`src/rtl/usb_cmd_ctrl_if.sv`:
```
// usb_int link bundle: streaming/read control out, busy and read word back.
// master = usb_cmd_ctrl side, slave = usb_int side.
interface usb_cmd_ctrl_if;
  logic [31:0] i_data_rd;
  logic        i_busy;
  logic        o_wr_en;
  logic        o_start_read;

  modport master (
    input  i_data_rd,
    input  i_busy,
    output o_wr_en,
    output o_start_read
  );

  modport slave (
    output i_data_rd,
    output i_busy,
    input  o_wr_en,
    input  o_start_read
  );
endinterface

```
`src/rtl/usb_cmd_ctrl.sv`:
```
// USB command controller: streams by default, reads one host word when rxf
// is low and decodes it into NREG 12-bit config registers plus sweep enable.
// Ports: clkusb, rst (async high), rxf (async, active-low), usb (link
// bundle: i_data_rd, i_busy in; o_wr_en, o_start_read out), o_cfg,
// o_sweep_en, o_cmd_stb, o_err_cnt.
// Optional: define USB_CMD_CHECKSUM_EN to require cmd[7:0] to be the XOR
// of the three upper bytes before a command is accepted.
module usb_cmd_ctrl #(
  parameter int         NREG    = 8,
  parameter int         TIMEOUT = 15,
  parameter logic [7:0] OP_WR   = 8'h01,
  parameter logic [7:0] OP_GO   = 8'h02,
  parameter logic [7:0] OP_STOP = 8'h03,
  parameter logic [7:0] OP_CLR  = 8'h04
) (
  input  logic                 clkusb,
  input  logic                 rst,
  input  logic                 rxf,
  usb_cmd_ctrl_if.master       usb,
  output logic [NREG*12-1:0]   o_cfg,
  output logic                 o_sweep_en,
  output logic                 o_cmd_stb,
  output logic [7:0]           o_err_cnt
);

  localparam logic [2:0] STREAM    = 3'd0;
  localparam logic [2:0] DRAIN     = 3'd1;
  localparam logic [2:0] ARM       = 3'd2;
  localparam logic [2:0] WAIT_BUSY = 3'd3;
  localparam logic [2:0] WAIT_DONE = 3'd4;
  localparam logic [2:0] DECODE    = 3'd5;

  localparam int         TW    = $clog2(TIMEOUT + 1);
  localparam logic [TW-1:0] TLAST = TW'(TIMEOUT - 1);
  localparam logic [4:0] NREG5 = 5'(NREG);

`ifdef USB_CMD_CHECKSUM_EN
  localparam int CLO = 0;
`else
  localparam int CLO = 8;
`endif

  logic [2:0]    state, nstate;
  logic [TW-1:0] cnt;
  logic          cnt_clr, cnt_inc;
  logic          tmo_err, latch;
  logic          rxf_m, rxf_s;
  logic [31:CLO] cmd;
  logic [11:0]   regs [NREG];

  logic [7:0]    opc;
  logic [3:0]    addr;
  logic [11:0]   val;
  logic          csum_ok;
  logic          is_wr, is_go, is_stop, is_clr;
  logic          accept;
  logic          dec_err;
  logic          err_evt;

  always_ff @(posedge clkusb or posedge rst) begin
    if (rst) begin
      rxf_m <= 1'b1;
      rxf_s <= 1'b1;
    end else begin
      rxf_m <= rxf;
      rxf_s <= rxf_m;
    end
  end

  always_comb begin
    nstate  = state;
    cnt_clr = 1'b0;
    cnt_inc = 1'b0;
    tmo_err = 1'b0;
    latch   = 1'b0;
    case (state)
      STREAM: begin
        if (!rxf_s) nstate = DRAIN;
      end
      DRAIN: begin
        if (!usb.i_busy) nstate = ARM;
      end
      ARM: begin
        cnt_clr = 1'b1;
        nstate  = WAIT_BUSY;
      end
      WAIT_BUSY: begin
        if (usb.i_busy) begin
          cnt_clr = 1'b1;
          nstate  = WAIT_DONE;
        end else if (cnt == TLAST) begin
          tmo_err = 1'b1;
          nstate  = STREAM;
        end else begin
          cnt_inc = 1'b1;
        end
      end
      WAIT_DONE: begin
        if (!usb.i_busy) begin
          latch  = 1'b1;
          nstate = DECODE;
        end else if (cnt == TLAST) begin
          tmo_err = 1'b1;
          nstate  = STREAM;
        end else begin
          cnt_inc = 1'b1;
        end
      end
      DECODE: begin
        nstate = STREAM;
      end
      default: begin
        nstate = STREAM;
      end
    endcase
  end

  always_comb begin
    opc  = cmd[31:24];
    addr = cmd[23:20];
    val  = cmd[19:8];
`ifdef USB_CMD_CHECKSUM_EN
    csum_ok = (cmd[7:0] == (cmd[31:24] ^ cmd[23:16] ^ cmd[15:8]));
`else
    csum_ok = 1'b1;
`endif
    is_wr   = (opc == OP_WR) && ({1'b0, addr} < NREG5);
    is_go   = (opc == OP_GO);
    is_stop = (opc == OP_STOP);
    is_clr  = (opc == OP_CLR);
    accept  = csum_ok && (is_wr || is_go || is_stop || is_clr);
    dec_err = (state == DECODE) && !accept;
    err_evt = tmo_err || dec_err;
  end

  always_ff @(posedge clkusb or posedge rst) begin
    if (rst) begin
      state            <= STREAM;
      cnt              <= '0;
      cmd              <= '0;
      usb.o_wr_en      <= 1'b0;
      usb.o_start_read <= 1'b0;
      o_sweep_en       <= 1'b0;
      o_cmd_stb        <= 1'b0;
      o_err_cnt        <= 8'h00;
      for (int k = 0; k < NREG; k++) regs[k] <= 12'h000;
    end else begin
      state            <= nstate;
      usb.o_wr_en      <= (nstate == STREAM);
      usb.o_start_read <= (nstate == ARM);
      o_cmd_stb        <= (state == DECODE) && accept;

      if (cnt_clr)      cnt <= '0;
      else if (cnt_inc) cnt <= cnt + 1'b1;

      if (latch) cmd <= usb.i_data_rd[31:CLO];

      if (err_evt && (o_err_cnt != 8'hFF))
        o_err_cnt <= o_err_cnt + 8'h01;

      if ((state == DECODE) && accept) begin
        if (is_go)   o_sweep_en <= 1'b1;
        if (is_stop) o_sweep_en <= 1'b0;
        if (is_clr) begin
          o_sweep_en <= 1'b0;
          for (int k = 0; k < NREG; k++) regs[k] <= 12'h000;
        end
        if (is_wr) begin
          for (int k = 0; k < NREG; k++)
            if (addr == 4'(k)) regs[k] <= val;
        end
      end
    end
  end

  always_comb begin
    o_cfg = '0;
    for (int k = 0; k < NREG; k++) o_cfg[12*k +: 12] = regs[k];
  end

endmodule
```
`src/flat_wrapper.sv`:
```
// flat-port wrapper written by rule: the top's interface ports become plain ports
module usb_cmd_ctrl_flat 
#(
  parameter int         NREG    = 8,
  parameter int         TIMEOUT = 15,
  parameter logic [7:0] OP_WR   = 8'h01,
  parameter logic [7:0] OP_GO   = 8'h02,
  parameter logic [7:0] OP_STOP = 8'h03,
  parameter logic [7:0] OP_CLR  = 8'h04
)
  (clkusb, rst, rxf, o_cfg, o_sweep_en, o_cmd_stb, o_err_cnt, usb_i_data_rd, usb_i_busy, usb_o_wr_en, usb_o_start_read);
  usb_cmd_ctrl_if usb_i ();
  input  logic clkusb;
  input  logic rst;
  input  logic rxf;
  output logic [NREG*12-1:0] o_cfg;
  output logic o_sweep_en;
  output logic o_cmd_stb;
  output logic [7:0] o_err_cnt;
  input wire logic [$bits(usb_i.i_data_rd)-1:0] usb_i_data_rd;
  input wire logic [$bits(usb_i.i_busy)-1:0] usb_i_busy;
  output wire logic [$bits(usb_i.o_wr_en)-1:0] usb_o_wr_en;
  output wire logic [$bits(usb_i.o_start_read)-1:0] usb_o_start_read;
  assign usb_i.i_data_rd = usb_i_data_rd;
  assign usb_i.i_busy = usb_i_busy;
  assign usb_o_wr_en = usb_i.o_wr_en;
  assign usb_o_start_read = usb_i.o_start_read;
  usb_cmd_ctrl #(.NREG(NREG), .TIMEOUT(TIMEOUT), .OP_WR(OP_WR), .OP_GO(OP_GO), .OP_STOP(OP_STOP), .OP_CLR(OP_CLR)) u_core (.clkusb(clkusb), .rst(rst), .rxf(rxf), .usb(usb_i), .o_cfg(o_cfg), .o_sweep_en(o_sweep_en), .o_cmd_stb(o_cmd_stb), .o_err_cnt(o_err_cnt));
endmodule
```
`config.mk`:
```
export PLATFORM = sky130hd
export DESIGN_NAME = usb_cmd_ctrl_flat
export DESIGN_NICKNAME = d
export VERILOG_FILES = /design/src/rtl/usb_cmd_ctrl_if.sv /design/src/rtl/usb_cmd_ctrl.sv /design/src/flat_wrapper.sv
export SDC_FILE = /design/constraint.sdc
export NUM_CORES = 1
export LEC_CHECK = 0
export CAP_MARGIN = 5
export CORE_MARGIN = 1.5
export CORE_UTILIZATION = 52
export DETAILED_ROUTE_END_ITERATION = 6
export PLACE_DENSITY = 0.85
export SLEW_MARGIN = 20
export SYNTH_ARGS = -nofsm -noshare
export SYNTH_HDL_FRONTEND = slang
export SYNTH_SLANG_ARGS = --single-unit
```
`constraint.sdc`:
```
create_clock -name clkusb -period 11.7 [get_ports clkusb]
set_clock_uncertainty 0.15 [all_clocks]
set_input_delay 2.925 -clock clkusb [delete_from_list [all_inputs] [get_ports clkusb]]
set_output_delay 2.925 -clock clkusb [all_outputs]
set_load 0.01 [all_outputs]
```
# After elaboration in Yosys (flattened, before gate mapping)
# Index checks and enable logic that the tools add are counted.
# word_totals
wordCells	88
reg_bits	141
in_bits	36
# op_classes
add_sub_neg	2
muxes	33
magnitude_cmp	1
eq_ne	19
n_reduce_logical	15
# op_table
operator	count
$mux W96	2
$mux W12	8
$eq A4 B3 Y1 const B	4
$eq A8 B2 Y1 const B	2
$mux W3	5
$pmux W3 S5	1
$mux W1	12
$eq A3 B2 Y1 const B	3
$add A8 B1 Y8 const B	1
$eq A4 B2 Y1 const B	2
$eq A8 B1 Y1 const B	1
$eq A8 B3 Y1 const B	1
$mux W4	2
$ne A8 B8 Y1 const B	1
$eq A3 B3 Y1 const B	2
$logic_not A3 Y1	2
$pmux W1 S2	3
$add A4 B1 Y4 const B	1
$eq A4 B1 Y1 const B	1
$eq A4 B4 Y1 const B	1
$logic_and A1 B1 Y1	4
$logic_not A4 Y1	1
$logic_or A1 B1 Y1	4
$lt A4 B4 Y1 const B	1
other kinds (5)	5

# Longest topological paths before layout
# Gate-level depths: netlist of run 1.
# depth
ltp_word	9
mapped_depth	8
mapped_depth_nobuf	7

# Worst setup path before layout of run 1
# OpenSTA, ideal clock, no wires.
# synth_timing
path_type	input to register
start	in usb_i_busy
end	reg u_core.o_err_cnt[7]
arrival_time_ns	4.272
path_buffers	2
cell_stages	7
t_required_ns	11.427
slack_ns	7.154
cell_sequence	clkbuf_1 nor4bb_1 o21ai_0 o311ai_1 clkbuf_1 nand4_1 mux2i_1
# synth_between
elab_chain_cells	4
elab_cells_between_ends	5
cone_classes	mux: 3; reduce/logical: 2
# synth_lines
element	line_no	text
from (decl)	flat_wrapper.sv:21	input wire logic [$bits(usb_i.i_busy)-1:0] usb_i_busy;
$mux W1, on equally long branches	usb_cmd_ctrl.sv:99, usb_cmd_ctrl.sv:88	
$pmux W1 S2 (*)	usb_cmd_ctrl.sv:76	case (state)
$logic_or A1 B1 Y1 (*)	usb_cmd_ctrl.sv:133	err_evt = tmo_err || dec_err;
$logic_and A1 B1 Y1 (*)	usb_cmd_ctrl.sv:158	if (err_evt && (o_err_cnt != 8'hFF))
to (signal assigned)	usb_cmd_ctrl.sv:159	o_err_cnt <= o_err_cnt + 8'h01;
to (decl)	usb_cmd_ctrl.sv:23	output logic [7:0] o_err_cnt
# Mark *: on every way between the ends. The rest lies on a longest branch, timed or not.
# A chain may end at the register's enable or synchronous reset.

# Final worst setup path of run 1
# layout_timing
start	in usb_i_busy
end	reg u_core.o_err_cnt[1]
# The elaborated chain is that of the path after synthesis.

==> impl_metrics.tcl, run 1 <==
set metrics [dict create \
    status "finished clean" \
    port_buffers 135 \
    crit_path_max_fanout 11 \
    syn-instance-count 411 \
    reg2reg_to "u_core.o_cfg[69]$_DFFE_PP0P_" \
    syn_area_mm2 0.005605 \
    rrSetupSlack_ps 8910 \
    fp.dieArea_mm2 0.01141 \
    area_delta_synth_final_pct 36.18 \
    fp.dieH_um 106.8 \
    r2r-start "u_core.cmd[27]$_DFFE_PP0P_" \
    synth_top_cell_by_area "dfrtp_1" \
    cp-startpoint "usb_i_busy" \
    nFillCells 674 \
    avgViaCountPerCell 6.019 \
    wl_per_cell_um 21.34 \
    htree_levels 4 \
    fmax_ghz 0.2097 \
    gp_congestion 0.7785 \
    async_flop_share 1.000 \
    maxSlewHeadroom 0.4189 \
    reg2reg_depth 5 \
    rsz0062_at_grt "no" \
    diodes 0 \
    setup_viol 0 \
    ys_dominant_reg_cell "dfrtp_1" \
    std_cell_rows 37 \
    start_util 0.5405 \
    synth_area_leaders "dfrtp_1 (62%), a22o_1 (9.4%), a22o_2 (6.4%)" \
    hold_viol 0 \
    num_vias 4093 \
    finalSetupTns_ps 0 \
    grt_max_degree 73 \
    crit_arrival_ps 5030 \
    clock_path_buffers 2 \
    grt_pass1_wl_mm 22.84 \
    cts_num_sinks 141 \
    syn_avg_cell_area_um2 13.64 \
    postRouteAntennaNets 0 \
    die_x_um 106.8 \
    synth_nets 450 \
    coreArea_mm2 0.01037 \
    drtPass1Iterations 4 \
    track_usage 0.2692 \
    synth_most_common_cell "dfrtp_1" \
    antenna_found_initial 0 \
    yosys-top-cells-count "dfrtp_1 (139), a22o_1 (60), a22o_2 (36)" \
    yosysSeqAreaShare 0.6299 \
    yosysWarnings 0 \
    power_mw 1.464 \
    tightest_slew_ps 868.4 \
    register_area_mm2 0.003531 \
    cts.clk_slew.worst_paths_ps 60 \
    drt_iter0_markers 281 \
    overflow 0 \
    synth-edff-count 0 \
    post-cts-setup-buffer-count 0 \
    period_needed_ps 4769 \
    finalInstanceArea_mm2 0.007634 \
    clk_latency_ps 530 \
    synth.distinct_cells 47 \
    hold_path_class "flip-flop to flip-flop" \
    hpwl_mm 9.371 \
    period_share 0.4076 \
    multi_input_area_mm2 0.001889 \
    ios 144 \
    leakage_nw 3.401 \
    drive_gt1_frac 0.2004 \
    cts.root.buffer_cell "clkbuf_8" \
    max_cap_viol_count 0 \
    startpoint_type "input pin" \
    p_per_area_mw_per_mm2 191.8 \
    cts_tree "built" \
    crit_type "input pin to flip-flop" \
    vdd_drop_max_mv 0.1238 \
    wirelength_mm 14.51 \
    final_nets 570 \
    worstPathRequired_ps 11960 \
    numCtsBuffers 17 \
    drv_slew 0 \
    grt_pass1_vias 4163 \
    post_cts_resized 0 \
    endpoint "u_core.o_err_cnt[1]$_DFFE_PP0P_" \
    yosysTopAreaCellShare 0.6205 \
    end_kind "flip-flop" \
    dpl-instance-area_mm2 0.006984 \
    ys_seq_elements 141 \
    drc_errors 0 \
    postCtsHoldBufs 0 \
]
## per-stage QoR
step	std cells	utilization	setup slack, ps	hold WS [ps]
after global routing	680	0.7361	6847	216.5
after global placement	647	0.6721	6456	197.7
final	680	0.7361	6931	212.6
after floorplan	411	-	4847	195.2
after detailed placement	648	0.6735	6334	201.6
after CTS	680	0.7354	6863	213.9
## layout make-up
class	instances	area share
flip-flops and latches	141	0.4625
multi-input cells	228	0.2475
repair buffers	137	0.1800
clock buffers	19	0.05786
clock inverters	13	0.02623
well taps	136	0.02229
inverters	6	0.003606
## critical path: stages
cell,delay [ps]
clkdlybuf4s50_1,660
nor4bb_1,410
o21ai_0,230
o311ai_2,250
nand2_1,220
mux2_2,330
## logic make-up (layout without fill, tap and decap cells)
group | count (synthesis) | count (layout) | synth area share
flip-flops | 141 | 141 | 0.6299
AO/OA/AOI/OAI | 131 | 131 | 0.1969
AND/OR/NAND/NOR | 64 | 64 | 0.07344
buffers and inverters | 42 | 175 | 0.03549
multiplexers | 25 | 25 | 0.04978
XOR/XNOR | 5 | 5 | 0.007814
adder cells (fa/ha/maj) | 3 | 3 | 0.006697
## per-layer routing
metal,track usage,vias to the layer above,routed length (um)
met4,0.1076,0,382
met1,0.3590,2109,5778
met5,0,-,0
li1,-,1774,-
met2,0.4190,180,7240
met3,0.07660,30,1113
## where the power goes
group	leakage [nW]	switching, mW	internal (mW)	total (mW)
clock network	0.312	0.214	0.363	0.577
registers	1.90	0.139	0.547	0.686
logic	1.19	0.0940	0.107	0.201
total	3.40	0.447	1.02	1.46
## how the worst min path moves through the flow
| stage | from | slack (ps) | endpoint | cells past startpoint |
|---|---|---|---|---|
| 2_1_floorplan | u_core.rxf_m$_DFF_PP1_ | 200 | u_core.rxf_s$_DFF_PP1_ | 0 |
| 3_3_place_gp | u_core.rxf_m$_DFF_PP1_ | 200 | u_core.rxf_s$_DFF_PP1_ | 0 |
| 3_5_place_dp | u_core.rxf_m$_DFF_PP1_ | 200 | u_core.rxf_s$_DFF_PP1_ | 0 |
| 4_1_cts | u_core.rxf_m$_DFF_PP1_ | 210 | u_core.rxf_s$_DFF_PP1_ | 0 |
| 5_1_grt | u_core.rxf_m$_DFF_PP1_ | 220 | u_core.rxf_s$_DFF_PP1_ | 0 |
| 6_report | u_core.rxf_m$_DFF_PP1_ | 210 | u_core.rxf_s$_DFF_PP1_ | 0 |
## cells in the final DEF (no fill, tap or decap), drive strengths merged, types with 3 or more instances in the layout
master,instances
dfrtp,139
nor4bb,3
nor2,16
clkbuf,19
a41oi,3
clkdlybuf4s50,135
ha,3
nand4,3
xnor2,3
nand2b,7
nand2,17
bufinv,4
nor3,6
a21oi,6
inv,12
o21ai,15
a22o,96
mux2,23
## registers in the layout (all words and copies together), names as in the netlist, 3 cells and up
signal	cells
u_core.o_err_cnt	8
u_core.cmd	24
u_core.state	3
u_core.cnt	4
u_core.o_cfg	96
Note: power is estimated with default switching activity, not from simulation.
==> run 2, diff against run 1 <==
Settings changed: CORE_UTILIZATION 52 to 44, PLACE_DENSITY 0.85 to 0.77.
Clock period 11.7 ns to 4.2 ns, I/O delays scaled along.
==> run 2 against run 1 <==
  * Hold slack worse by 3.8 ps
  * Utilization down 12 points
  * Die area up 18%
  * Final area up 0.66%
  * Clock power rose to 2.6 times the previous value
  * Largest power group unchanged
  * Sequential cell count unchanged
  * Count of clock-buffer cells in the layout up 3
  * Wire length down 1.8%
  * Sequential power rose to 2.8 times the previous value
  * Via count down 0.98%
  * Global-route usage down 4.4 points
  * Non-clock buffer count up 4
==> impl_metrics.tcl, run 2 (synthesis results as in run 1) <==
set metrics [dict create \
    status "finished clean" \
    dpl-instance-area_mm2 0.007068 \
    drtPass1Iterations 5 \
    crit_path_max_fanout 11 \
    final_cell_mix "dfrtp_1 (139), clkdlybuf4s50_1 (135), a22o_1 (60), a22o_2 (36), mux2_2 (23)" \
    postCtsHoldBufs 0 \
    grt_pass1_vias 4000 \
    rrSetupSlack_ps 1450 \
    track_usage 0.2249 \
    post-cts-setup-buffer-count 0 \
    drv_slew 0 \
    crit_arrival_ps 2960 \
    rsz0062_at_grt "no" \
    finalInstanceArea_mm2 0.007684 \
    area_delta_synth_final_pct 37.08 \
    holdPathEnd "u_core.rxf_s$_DFF_PP1_" \
    hold-worst-slack_ps 208.8 \
    overflow 0 \
    hold_path_class "flip-flop to flip-flop" \
    drt_iter0_markers 303 \
    fmax_ghz 0.3541 \
    grt_max_degree 50 \
    fp.dieArea_mm2 0.01343 \
    r2r-start "u_core.cmd[27]$_DFFE_PP0P_" \
    fin_cells 716 \
    crit_type "input pin to flip-flop" \
    hold_viol 0 \
    worstHoldPathCells 0 \
    std_cell_rows 41 \
    coreArea_mm2 0.01252 \
    leakage_nw 3.404 \
    worstPathRequired_ps 4340 \
    port_buffers 135 \
    numCtsBuffers 17 \
    fp.dieH_um 115.9 \
    mostFrequentLayoutCell "dfrtp_1" \
    fin_ws_ps 1376 \
    antenna_found_initial 0 \
    finalSetupTns_ps 0 \
    num_vias 4053 \
    die_x_um 115.9 \
    tightest_slew_ps 823.2 \
    reg2reg_to "u_core.o_cfg[62]$_DFFE_PP0P_" \
    maxSlewHeadroom 0.4492 \
    start_util 0.4478 \
    gp_congestion 0.8283 \
    end_kind "flip-flop" \
    grt_pass1_wl_mm 22.48 \
    cts_tree "built" \
    period_share 0.6724 \
    reg2reg_depth 5 \
    postRouteAntennaNets 0 \
    hpwl_mm 9.466 \
    ios 144 \
    diodes 0 \
    largest_register_ffs 96 \
    max_cap_viol_count 0 \
    setup_viol 0 \
    drc_errors 0 \
    cts.root.buffer_cell "clkbuf_16" \
    cts.clk_slew.worst_paths_ps 50 \
    clk_latency_ps 410 \
    wirelength_mm 14.25 \
    startpoint_type "input pin" \
    vdd_drop_max_mv 0.2299 \
    post_cts_resized 0 \
    drive_gt1_frac 0.1967 \
    hold_start "u_core.rxf_m$_DFF_PP1_" \
    period_needed_ps 2824 \
    htree_levels 4 \
    final_nets 574 \
    avgViaCountPerCell 5.661 \
    p_per_area_mw_per_mm2 516.1 \
    cts_num_sinks 141 \
    post-place-ws_ps 967.2 \
    wl_per_cell_um 19.91 \
    clock_path_buffers 2 \
    placedCellCount 687 \
]
## run 2: worst max path at each step
stage | startpoint | end | depth (start not counted) | slack [ps]
final | usb_i_busy | u_core.o_err_cnt[1]$_DFFE_PP0P_ | 7 | 1380
after global routing | u_core.cmd[27]$_DFFE_PP0P_ | u_core.o_cfg[62]$_DFFE_PP0P_ | 5 | 1230
after detailed placement | usb_i_busy | u_core.o_err_cnt[1]$_DFFE_PP0P_ | 7 | 970
after global placement | usb_i_busy | u_core.o_err_cnt[1]$_DFFE_PP0P_ | 7 | 1000
after floorplan | rst | u_core.cmd[10]$_DFFE_PP0P_ | 1 | 1240
after CTS | usb_i_busy | u_core.o_err_cnt[1]$_DFFE_PP0P_ | 7 | 1390
## run 2: layout make-up
class | count | area [um2]
fillers | 1006 | 4833
inverters | 6 | 26.28
multi-input cells | 228 | 1882
well taps | 172 | 215.2
clock buffers | 22 | 484.2
repair buffers | 141 | 1434
clock inverters | 6 | 111.4
flip-flops and latches | 141 | 3531
## run 2: report_power, final
group	internal, mW	total (mW)	leakage [nW]	switching (mW)
clock	0.984	1.50	0.290	0.518
sequential	1.52	1.91	1.90	0.383
combinational	0.304	0.557	1.21	0.253
## run 2: metrics by stage
stage          utilization  power (mW)
6_report            0.6139       3.965
5_1_grt             0.6139       4.147
4_1_cts             0.6123       3.985
3_5_place_dp        0.5647       2.481
3_3_place_gp        0.5647       2.445
2_1_floorplan            -       2.182
## run 2: routing by layer
metal,up-vias,wire length [um],share of wire,global-route usage
li1,1779,-,-,-
met1,2062,6291,0.44,0.3199
met2,188,6562,0.46,0.3271
met3,24,1039,0.073,0.06224
met4,0,360,0.025,0.09268
met5,-,0,0,0
## run 2: critical path, cell delays in order
cell	delay, ps
clkdlybuf4s50_1	670
nor4bb_1	390
o21ai_0	150
o311ai_1	100
buf_4	230
nand2_1	100
mux2_2	280
